--- config.mk ---
export PLATFORM = sky130hd
export DESIGN_NAME = game_ctrl
export DESIGN_NICKNAME = d
export VERILOG_FILES = /design/src/rtl/game_ctrl.sv
export SDC_FILE = /design/constraint.sdc
export NUM_CORES = 1
export LEC_CHECK = 0
export CAP_MARGIN = 20
export CORE_MARGIN = 2
export CORE_UTILIZATION = 26
export DETAILED_ROUTE_END_ITERATION = 8
export SLEW_MARGIN = 20
export SYNTH_ARGS = -nofsm -noshare
export SYNTH_HDL_FRONTEND = slang
export SYNTH_SLANG_ARGS = --single-unit
--- constraint.sdc ---
create_clock -name clk -period 2.3 [get_ports clk]
set_input_delay 0.23 -clock clk [delete_from_list [all_inputs] [get_ports clk]]
set_output_delay 0.23 -clock clk [all_outputs]
set_load 0.02 [all_outputs]
--- src/rtl/game_ctrl.sv ---
// Word-scramble game sequencer: mode select, round timer, round counter and request pulses.
// Optional GAMECTRL_MODE_TIME_EN: round length is ROUND_TICKS >> modeSel (minimum 1).
module game_ctrl #(
  parameter int TICK_DIV     = 50000000,
  parameter int ROUND_TICKS  = 30,
  parameter int RESULT_TICKS = 2,
  parameter int NUM_ROUNDS   = 5
) (
  input  logic       clk,
  input  logic       rst,
  input  logic       btnEnter,
  input  logic       btnUp,
  input  logic       guessValid,
  input  logic       guessCorrect,
  output logic [2:0] controlSig,
  output logic [7:0] modeDisp,
  output logic [1:0] modeSel,
  output logic       newWord,
  output logic       scoreInc,
  output logic       scoreClr,
  output logic [5:0] timeLeft,
  output logic [3:0] roundNum,
  output logic       gameOver
);

  localparam int PW = (TICK_DIV > 1) ? $clog2(TICK_DIV) : 1;
  localparam int HW = (RESULT_TICKS > 1) ? $clog2(RESULT_TICKS + 1) : 1;

  // The state code is the display mux select, so controlSig comes straight off the state register.
  typedef enum logic [2:0] {
    IDLE   = 3'b000,
    MODE   = 3'b001,
    PLAY   = 3'b010,
    RES_OK = 3'b011,
    FINAL  = 3'b100,
    RES_TO = 3'b101
  } state_t;

  state_t          state_q, state_d;
  logic [PW-1:0]   presc_q, presc_d;
  logic [HW-1:0]   hold_q, hold_d;
  logic [1:0]      mode_sel_d;
  logic [5:0]      time_d, reload;
  logic [3:0]      round_d;
  logic [7:0]      mode_disp_d;
  logic            new_word_d, score_inc_d, score_clr_d, game_over_d;
  logic            tick, hold_end;

  assign controlSig = state_q;
  assign tick       = (presc_q == PW'(TICK_DIV - 1));

`ifdef GAMECTRL_MODE_TIME_EN
  logic [5:0] shifted;
  assign shifted = 6'(ROUND_TICKS) >> modeSel;
  assign reload  = (shifted == 6'd0) ? 6'd1 : shifted;
`else
  assign reload  = 6'(ROUND_TICKS);
`endif

  always_comb begin
    state_d     = state_q;
    presc_d     = '0;
    hold_d      = '0;
    mode_sel_d  = modeSel;
    time_d      = timeLeft;
    round_d     = roundNum;
    new_word_d  = 1'b0;
    score_inc_d = 1'b0;
    score_clr_d = 1'b0;
    hold_end    = 1'b0;
    case (state_q)
      IDLE: begin
        if (btnEnter) begin
          state_d     = MODE;
          score_clr_d = 1'b1;
          round_d     = 4'd0;
        end
      end
      MODE: begin
        if (btnEnter) begin
          state_d    = PLAY;
          new_word_d = 1'b1;
          round_d    = 4'd1;
          time_d     = reload;
        end else if (btnUp) begin
          mode_sel_d = modeSel + 2'd1;
        end
      end
      PLAY: begin
        presc_d = tick ? '0 : presc_q + PW'(1);
        if (guessValid && guessCorrect) begin
          state_d     = RES_OK;
          score_inc_d = 1'b1;
          presc_d     = '0;
        end else if (tick) begin
          if (timeLeft <= 6'd1) begin
            time_d  = 6'd0;
            state_d = RES_TO;
            presc_d = '0;
          end else begin
            time_d = timeLeft - 6'd1;
          end
        end
      end
      RES_OK, RES_TO: begin
        presc_d  = tick ? '0 : presc_q + PW'(1);
        hold_d   = tick ? hold_q + HW'(1) : hold_q;
        hold_end = btnEnter || (tick && (hold_q == HW'(RESULT_TICKS - 1)));
        if (hold_end) begin
          presc_d = '0;
          hold_d  = '0;
          if (roundNum == 4'(NUM_ROUNDS)) begin
            state_d = FINAL;
          end else begin
            state_d    = PLAY;
            round_d    = roundNum + 4'd1;
            new_word_d = 1'b1;
            time_d     = reload;
          end
        end
      end
      FINAL: begin
        if (btnEnter) begin
          state_d = IDLE;
          round_d = 4'd0;
        end
      end
      default: begin
        state_d = IDLE;
        round_d = 4'd0;
      end
    endcase

    mode_disp_d = 8'hFF;
    if (state_d == MODE) begin
      case (mode_sel_d)
        2'd0:    mode_disp_d = 8'hF9;
        2'd1:    mode_disp_d = 8'hA4;
        2'd2:    mode_disp_d = 8'hB0;
        default: mode_disp_d = 8'h99;
      endcase
    end
    game_over_d = (state_d == FINAL);
  end

  always_ff @(posedge clk) begin
    if (rst) begin
      state_q  <= IDLE;
      presc_q  <= '0;
      hold_q   <= '0;
      modeSel  <= 2'd0;
      modeDisp <= 8'hFF;
      timeLeft <= 6'd0;
      roundNum <= 4'd0;
      newWord  <= 1'b0;
      scoreInc <= 1'b0;
      scoreClr <= 1'b0;
      gameOver <= 1'b0;
    end else begin
      state_q  <= state_d;
      presc_q  <= presc_d;
      hold_q   <= hold_d;
      modeSel  <= mode_sel_d;
      modeDisp <= mode_disp_d;
      timeLeft <= time_d;
      roundNum <= round_d;
      newWord  <= new_word_d;
      scoreInc <= score_inc_d;
      scoreClr <= score_clr_d;
      gameOver <= game_over_d;
    end
  end

endmodule

==> results of run 1 <==
==> cell type report <==
class | count | area [µm²]
clock buffers | 5 | 68.8
clock inverters | 3 | 22.5
fillers | 1085 | 6540
inverters | 10 | 37.5
multi-input cells | 243 | 1490
flip-flops and latches | 53 | 1060
well taps | 133 | 166
repair buffers | 46 | 435
==> state kept, by name, summed over array words and instances, names as in the netlist <==
signal and cells:
controlSig 3, gameOver 1, hold_q 2, modeDisp 6, modeSel 2, newWord 1
presc_q 26, roundNum 4, scoreClr 1, scoreInc 1, timeLeft 6
==> power groups by stage <==
stage	registers, mW	logic, mW	clock network, mW
final	0.955	0.235	0.530
after floorplan	0.993	0.128	0
after global routing	0.958	0.259	0.585
after CTS	0.955	0.235	0.555
after global placement	0.977	0.232	0
after detailed placement	0.976	0.234	0
==> kinds of logic (layout without fill, tap and decap cells) <==
| logic type | count (synthesis) | count (layout) |
|---|---|---|
| muxes | 1 | 1 |
| adders and majority gates | 10 | 10 |
| DFF | 53 | 53 |
| AOI/OAI and AO/OA | 49 | 49 |
| buffers and inverters | 26 | 64 |
| xor gates and xnor gates | 28 | 28 |
| and+or+nand+nor | 154 | 154 |
| other | 1 | 1 |
==> per-layer routing <==
| metal | vias to the layer above | wire length, µm | GRT usage |
|---|---|---|---|
| li1 | 1187 | - | - |
| met1 | 1092 | 2860 | 0.144 |
| met2 | 27 | 2800 | 0.193 |
| met3 | 7 | 159 | 0.0256 |
| met4 | 0 | 90 | 0.0362 |
| met5 | - | 0 | 0 |
==> timing repair <==
item | 4_1_cts | 5_1_grt
setup endpoints to repair | 0 | 7
resized for setup | 0 | 5
buffers inserted | 0 | 0
hold buffers | 0 | 0
==> final timing paths <==
path,end,depth (start not counted)
max,timeLeft[5],8
min,presc_q[0],1
max reg2reg,timeLeft[5],8
min reg2reg,presc_q[0],1
==> through the flow <==
step	hold slack [ns]	util	setup WS (ns)	cells
final	0.490	0.334	0.216	493
after detailed placement	0.473	0.323	0.125	485
after global routing	0.522	0.334	0.0138	493
after global placement	0.456	0.323	0.204	485
after floorplan	0.368	-	0.334	322
after CTS	0.495	0.333	0.107	493
==> synthesized netlist by cell type, types with 2 or more instances <==
library cell | instances | area (µm²)
dfxtp_1 | 53 | 1060
nand4_1 | 9 | 56.3
or2_2 | 3 | 18.8
nand3b_1 | 4 | 30.0
nor4b_1 | 4 | 35.0
clkbuf_1 | 6 | 22.5
nand2_1 | 22 | 82.6
xnor2_1 | 8 | 70.1
nor4_1 | 2 | 12.5
nor2b_1 | 5 | 31.3
nor3b_1 | 2 | 15.0
a41oi_1 | 2 | 17.5
or3_1 | 4 | 25.0
and4_1 | 4 | 35.0
inv_1 | 10 | 37.5
xor2_1 | 20 | 175
nor2_1 | 51 | 191
a31oi_1 | 4 | 25.0
buf_4 | 3 | 22.5
nand2b_1 | 4 | 25.0
a21oi_1 | 18 | 90.1
buf_2 | 6 | 30.0
ha_1 | 10 | 125
and2_1 | 3 | 18.8
o21ai_0 | 11 | 55.1
nor3_1 | 9 | 45.0
and3_1 | 3 | 18.8
a211oi_1 | 2 | 15.0
o21bai_1 | 2 | 15.0
nand3_1 | 20 | 100
a2111oi_0 | 2 | 17.5
==> out/qor.txt, run 1 <==
Slowest-stage cell, CP = dfxtp_1
Synth Area in Compound Gates = 0.113
GR Overflow Total = 0
Simple-Gate Fraction of Synth Area = 0.298
Vias per cell = 4.69
Clock Skew = 0.0127 ns
Wire per inst = 12.0 µm
Worst skew pair latency = 0.31 ns
Maximum vdd drop = 0.219 mV
Syn Nets = 338
Yosys warning count = 0
Final #Nets = 375
Synth Instances = 322
Flop pwr share = 0.555
Switching part of the total = 0.272
Area grow syn2layout = 23.7%
Residual DRC = 0
Mean Syn Cell Area = 8.24 µm²
Floorplan row count = 36
Unrepaired setup endpoints after global routing = no
Initial DRC Count = 53
Die area = 11000 µm²
ANT cells = 0
Worst endpoint data arrival time = 2.33 ns
Via count = 2313
DPL Wire Length = 4340 µm
Leak = 1.12 nW
Register area share after synthesis = 0.400
Internal Power = 1.25 mW
I/O Buffers = 31
Comb power frac = 0.137
Worst R2R Setup Slack = 0.22 ns
WP buf/inv = 1
Crit Path Category = flip-flop to flip-flop
Clk pwr share = 0.308
ANT nets after route = 0
Setup TNS Final = 0 ns
Final Hold Viols = 0
WL final = 5910 µm
CTS Buf Count = 5
Worst hold path startpoint = presc_q[0]
Outcome = completed
Commonest non-fill, non-tap cell in the layout = dfxtp_1
Fin. max-slew vios = 0
GPL Wtd Cong = 0.871
NetSw = 0.468 mW
Minimum clock period = 2.08 ns
Worst EP required = 2.55 ns
Pwr Total = 1.72 mW
CTS H-tree depth = 2
CP Launch Type = flip-flop
Die Height = 105 µm
Post-synth EDFFs = 0
CP Max Fanout = 12
Clock Path Buffers = 2
Relative max-transition margin = 0.645
Post-Synth XOR/XNOR Area = 0.0925
Worst-path clk slew = 0.10 ns
Worst hold path type = flip-flop to flip-flop
Top Family by Delay on Critical Path = simple AND/OR/NAND/NOR gates
Vias in the first global route = 2256
Synthesis-stage register bit count = 53
RR Startpoint = presc_q[0]
Share of layout cells above drive strength 1 = 0.0972
Highest-count cells in the layout ignoring fill and taps = 53 x dfxtp_1, 51 x nor2_1, 31 x clkdlybuf4s50_1
Critical Path Source = presc_q[0]
Max Freq = 480 MHz
Slowest cell delay on critical path = 0.40 ns
1st-pass router iterations = 4
Overall die width = 105 µm
Final setup viols = 0
Total of max-cap violations = 0
Fraction of registers with async set/reset = 0
Root Buffer Master = clkbuf_8
Initial Utilization = 0.270
Largest net degree at the start of global routing = 27
Yosys cell types = 47
Mapped cell area = 2650 µm²
Multiplexer area fraction after synthesis = 0.00425
Area after DPL = 3180 µm²
Combinational family with the most area after synthesis = simple AND/OR/NAND/NOR gates
Ports = 33
P per Cell Area = 524 nW/µm²
Initial antenna violation count = 0
Critical-path cell list = ha_1 > and2_4 > nand4_1 > nor3_1 > o22ai_1 > buf_4 > or3_1 > a21oi_1
Top FF cell, synth = dfxtp_1
Total track usage = 0.114
First-pass GRT wire length = 10500 µm
Core Area = 9820 µm²
CP endpoint kind = flip-flop
CTS sink count = 53
Measured slew at the worst slew-check pin = 0.531 ns
Post-route cell area = 3280 µm²
CTS tree = yes
Post-Synth Adder-Cell Area = 0.0472
Fin crit share = 0.906
No activity file was read; power rests on OpenSTA's default activity.
==> inputs of run 2 (changes only) <==
--- a/config.mk
+++ b/config.mk
@@ -7,8 +7,10 @@
 export LEC_CHECK = 0
 export CAP_MARGIN = 20
 export CORE_MARGIN = 2
-export CORE_UTILIZATION = 26
+export CORE_UTILIZATION = 28
+export CTS_CLUSTER_DIAMETER = 150
 export DETAILED_ROUTE_END_ITERATION = 8
+export SKIP_LAST_GASP = 1
 export SLEW_MARGIN = 20
 export SYNTH_ARGS = -nofsm -noshare
 export SYNTH_HDL_FRONTEND = slang
==> run 2 against run 1 <==
Die area shrank 6.9%. Highest routed layer unchanged. Final cell count shrank 3.9%. Global-route usage grew 1.1 points. Setup slack lost 0.054 ns. Largest power group unchanged. Design area grew 0.23%. Largest cell class unchanged. Wire length grew 3.1%. Via count grew 1.0%. Power grew 2.5%. Sequential cell count is the same.
==> out/qor.txt, run 2 (synthesis results as in run 1) <==
Outcome = completed
Highest-count cells in the layout ignoring fill and taps = 53 x dfxtp_1, 51 x nor2_1, 31 x clkdlybuf4s50_1
Leak = 1.14 nW (+1.3%)
Vias per cell = 4.93 (+5.1%)
Register with the most flip-flops = presc_q
Die area = 10300 µm² (-6.9%)
Commonest non-fill, non-tap cell in the layout = dfxtp_1
First-pass GRT wire length = 10500 µm (-0.32%)
Fin crit share = 0.929 (+0.0233)
CP Launch Type = flip-flop
GR Overflow Total = 0 (unchanged)
WL final = 6100 µm (+3.1%)
Pwr Total = 1.76 mW (+2.5%)
Clock Path Buffers = 2 (unchanged)
1st-pass router iterations = 4 (unchanged)
Placed instance count = 466 (-3.9%)
Die Height = 101 µm (-3.5%)
ANT cells = 0 (unchanged)
GR Util met1 = 0.153 (+0.00922)
Total of max-cap violations = 0 (unchanged)
Hold depth = 1 (unchanged)
Worst hold path type = flip-flop to flip-flop
Largest net degree at the start of global routing = 27 (unchanged)
Hold endpoint = presc_q[0]
Total track usage = 0.125 (+0.0111)
Storage cell area = 1060 µm² (unchanged)
CTS Buf Count = 5 (unchanged)
Unrepaired setup endpoints after global routing = no
Worst-path clk slew = 0.10 ns (about the same)
DPL Wire Length = 4460 µm (+2.7%)
Largest registers = presc_q x26, modeDisp x6, timeLeft x6
Post-route cell area = 3290 µm² (+0.23%)
Final #Nets = 378 (+0.80%)
Setup TNS Final = 0 ns (unchanged)
Largest register FFs = 26 (unchanged)
Worst R2R Setup Slack = 0.16 ns (-0.05 ns)
R2R Path End = timeLeft[5]
GPL Wtd Cong = 0.864 (-0.74%)
Via count = 2337 (+1.0%)
Maximum vdd drop = 0.233 mV (+6.1%)
Crit Path Category = flip-flop to flip-flop
Initial DRC Count = 51 (-3.8%)
Fin cells = 474 (-3.9%)
Fill cells = 964 (-11%)
Fin util = 0.358 (+0.0235)
Area grow syn2layout = 24.0%
CTS sink count = 53 (unchanged)
Residual DRC = 0 (unchanged)
Top Usage Layer GRT = met2
ANT nets after route = 0 (unchanged)
Share of layout cells above drive strength 1 = 0.107 (+0.0102)
Vias in the first global route = 2288 (+1.4%)
Worst hold path startpoint = presc_q[0]
I/O Buffers = 31 (unchanged)
Post-CTS Setup Bufs = 0 (unchanged)
Overall die width = 101 µm (-3.5%)
Worst skew pair latency = 0.32 ns (about the same)
CTS H-tree depth = 2 (unchanged)
Met3 Usage GRT = 0.0242 (-0.00142)
Fin. max-slew vios = 0 (unchanged)
Worst EP required = 2.56 ns (about the same)
Floorplan row count = 35 (-2.8%)
Initial Utilization = 0.288 (+0.0183)
CP Max Fanout = 12 (unchanged)
CP endpoint kind = flip-flop
Final Hold Viols = 0 (unchanged)
Minimum clock period = 2.14 ns (+0.0537 ns)
Met2 Use GR = 0.215 (+0.0225)
Ports = 33 (unchanged)
Root Buffer Master = clkbuf_8
Cells on worst reg2reg path = 8 (unchanged)
Max Freq = 468 MHz (-2.5%)
P per Cell Area = 536 nW/µm² (+2.2%)
RR Startpoint = presc_q[0]
Core Area = 9200 µm² (-6.3%)
Initial antenna violation count = 0 (unchanged)
Area after DPL = 3170 µm² (-0.16%)
Worst endpoint data arrival time = 2.39 ns (+0.06 ns)
Wire per inst = 12.9 µm (+7.3%)
CTS tree = yes
Area of the multi-input gates = 1500 µm² (+0.50%)
Clock Skew = 0.0144 ns (+0.00164 ns)
Final setup viols = 0 (unchanged)
-- run 2: cell count changes in the layout (fill, tap and decap cells not counted), sizes merged --
cell / change
buf: +3
clkbuf: +1
clkinv: -1
-- run 2: stage by stage --
step	worst slack, ns	hold slack, ns
2_1_floorplan	0.334	0.368
3_3_place_gp	0.191	0.456
3_5_place_dp	0.0869	0.467
4_1_cts	0.0824	0.488
5_1_grt	0.0192	0.523
6_report	0.163	0.486
-- run 2: area by class of cell --
type,count,area share
Timing Repair Buffer,49,0.139
Multi-Input combinational cell,243,0.455
Clock inverter,2,0.00418
Inverter,10,0.0114
Tap cell,111,0.0422
Clock buffer,6,0.0251
Sequential cell,53,0.323
-- run 2: worst max path at each step --
stage	end	slack, ns	startpoint	cells past startpoint
finish	timeLeft[5]	0.16	presc_q[0]	8
global route	hold_q[1]	0.02	presc_q[0]	6
CTS	modeDisp[2]	0.08	presc_q[0]	7
detailed placement	modeDisp[2]	0.09	presc_q[0]	7
global placement	modeDisp[5]	0.19	presc_q[0]	7
floorplan	modeDisp[4]	0.33	roundNum[1]	9
-- run 2: where the power goes --
group          switching, mW  internal (mW)
registers             0.0160          0.936
logic                  0.139          0.107
clock network          0.319          0.245
total                  0.475           1.29
-- run 2: routing by layer --
metal	routed length [µm]	up-vias
li1	-	1193
met1	2880	1085
met2	2880	48
met3	235	11
met4	102	0
met5	0	-
-- run 2: timing repair --
action | 4_1_cts | 5_1_grt
endpoints found under the setup margin | 0 | 10
resized for setup | 0 | 8
hold buffers | 0 | 0
-- run 2: critical path, cell delays in order, from the launching register on --
cell     delay, ns
dfxtp_1       0.40
ha_1          0.22
and2_4        0.18
nand4_1       0.23
nor3_2        0.26
o22ai_1       0.11
buf_4         0.18
or3_1         0.36
a21oi_1       0.14
==> inputs of run 3 (changes only) <==
--- a/config.mk
+++ b/config.mk
@@ -15,3 +15,4 @@
 export SYNTH_ARGS = -nofsm -noshare
 export SYNTH_HDL_FRONTEND = slang
 export SYNTH_SLANG_ARGS = --single-unit
+export TNS_END_PERCENT = 10
==> run 3 against run 2 <==
Clock skew barely moved. Via count is 0.17% higher. Hold slack got worse by 0.0013 ns. Die area unchanged. Maximum frequency fell by 2.7%. Clock power hardly changed. Sequential share of layout area about the same. Register-to-register slack lost 0.06 ns. Power hardly changed. Global-route usage unchanged. Combinational power is essentially flat. Critical endpoint unchanged. Largest power group unchanged. Highest routed layer unchanged.
==> out/qor.txt, run 3 (synthesis results as in run 1) <==
Outcome = completed
R2R Path End = timeLeft[5]
Hold depth = 1 (unchanged)
Wire per inst = 12.9 µm (about the same)
Pwr Total = 1.76 mW (about the same)
GR Overflow Total = 0 (unchanged)
CTS Buf Count = 5 (unchanged)
Final setup viols = 0 (unchanged)
First-pass GRT wire length = 10500 µm (unchanged)
Post-route cell area = 3290 µm² (about the same)
Internal Power = 1.29 mW (unchanged)
Floorplan row count = 35 (unchanged)
Initial DRC Count = 47 (-7.8%)
1st-pass router iterations = 4 (unchanged)
Worst endpoint data arrival time = 2.45 ns (+0.06 ns)
Total of max-cap violations = 0 (unchanged)
Maximum vdd drop = 0.233 mV (about the same)
Root Buffer Master = clkbuf_8
RR Startpoint = presc_q[0]
ANT cells = 0 (unchanged)
Fin. max-slew vios = 0 (unchanged)
I/O Buffers = 31 (unchanged)
Clk pwr share = 0.320 (about the same)
CTS H-tree depth = 2 (unchanged)
Switching part of the total = 0.269 (about the same)
Worst R2R Setup Slack = 0.10 ns (-0.06 ns)
Worst skew pair latency = 0.32 ns (about the same)
CP Launch Type = flip-flop
PnR worst setup slack = 0.104 ns (-0.0584 ns)
CTS sink count = 53 (unchanged)
Area grow syn2layout = 23.9% (about the same)
CP endpoint kind = flip-flop
Cells on worst reg2reg path = 8 (unchanged)
Minimum clock period = 2.20 ns (+0.0584 ns)
Area after DPL = 3170 µm² (unchanged)
Worst EP required = 2.56 ns (about the same)
CP Max Fanout = 12 (unchanged)
Post-cts resize count = 0 (unchanged)
DP Worst Slack = 0.0869 ns (unchanged)
Fin crit share = 0.955 (+0.0254)
Comb power frac = 0.140 (about the same)
WL final = 6090 µm (about the same)
Highest-count cells in the layout ignoring fill and taps = 53 x dfxtp_1, 51 x nor2_1, 31 x clkdlybuf4s50_1
P per Cell Area = 536 nW/µm² (about the same)
Die Height = 101 µm (unchanged)
Smallest hold slack = 0.485 ns (-0.00129 ns)
Largest net degree at the start of global routing = 27 (unchanged)
CTS tree = yes
Fin cells = 474 (unchanged)
Die area = 10300 µm² (unchanged)
Placed instance count = 466 (unchanged)
Commonest non-fill, non-tap cell in the layout = dfxtp_1
GPL Wtd Cong = 0.864 (unchanged)
Overall die width = 101 µm (unchanged)
NetSw = 0.474 mW (about the same)
Final Hold Viols = 0 (unchanged)
Residual DRC = 0 (unchanged)
Worst hold path type = flip-flop to flip-flop
Largest register FFs = 26 (unchanged)
Clock Path Buffers = 2 (unchanged)
Share of layout cells above drive strength 1 = 0.105 (-0.00275)
Core Area = 9200 µm² (unchanged)
Unrepaired setup endpoints after global routing = yes
Initial Utilization = 0.288 (unchanged)
Final #Nets = 378 (unchanged)
Clock Skew = 0.0141 ns (-0.000262 ns)
Via count = 2341 (+0.17%)
Total track usage = 0.125 (unchanged)
Initial antenna violation count = 0 (unchanged)
DPL Wire Length = 4460 µm (unchanged)
Ports = 33 (unchanged)
ANT nets after route = 0 (unchanged)
Vias in the first global route = 2288 (unchanged)
Flop pwr share = 0.540 (about the same)
Fin util = 0.357 (about the same)
Hold-fix buffers, CTS = 0 (unchanged)
Worst hold path startpoint = presc_q[0]
Worst-path clk slew = 0.10 ns (about the same)
Setup TNS Final = 0 ns (unchanged)
Post-CTS Setup Bufs = 0 (unchanged)
Largest registers = presc_q x26, modeDisp x6, timeLeft x6
Vias per cell = 4.94 (+0.17%)
Crit Path Category = flip-flop to flip-flop
Hold endpoint = presc_q[0]
Leak = 1.14 nW (-0.12%)
Register with the most flip-flops = presc_q
Max Freq = 455 MHz (-2.7%)
run 3: cell types whose count changed in the layout (fill, tap and decap cells not counted):
cell	delta
and2_4	-1
and2_1	+1
run 3: metal layers:
metal | global-route usage | vias up | share of wire
met3 | 0.0242 | 11 | 0.040
met1 | 0.153 | 1086 | 0.47
met4 | 0.0520 | 0 | 0.017
li1 | - | 1192 | -
met2 | 0.215 | 52 | 0.47
met5 | 0 | - | 0
run 3: worst max-delay path by stage:
stage | from | end | cells after the start
floorplan | roundNum[1] | modeDisp[4] | 9
global placement | presc_q[0] | modeDisp[5] | 7
detailed placement | presc_q[0] | modeDisp[2] | 7
CTS | presc_q[0] | modeDisp[2] | 7
global route | presc_q[0] | hold_q[1] | 6
finish | presc_q[0] | timeLeft[5] | 8
run 3: area by class of cell:
class                           count  area [µm²]
Fill cell                         964        5910
Inverter                           10        37.5
Timing Repair Buffer               49         458
Clock inverter                      2        13.8
Multi-Input combinational cell    243        1500
Tap cell                          111         139
Sequential cell                    53        1060
Clock buffer                        6        82.6
run 3: worst max-delay path, cell delays in order, from the launching register on:
cell,delay [ns]
dfxtp_1,0.40
ha_1,0.22
and2_1,0.21
nand4_1,0.26
nor3_2,0.26
o22ai_1,0.11
buf_4,0.18
or3_1,0.36
a21oi_1,0.14
run 3: power groups by stage:
stage               logic [mW]  clock network [mW]  registers, mW
floorplan                0.128                   0          0.993
global placement         0.240                   0          0.973
detailed placement       0.244                   0          0.973
CTS                      0.245               0.591          0.952
global route             0.273               0.625          0.956
finish                   0.246               0.564          0.952
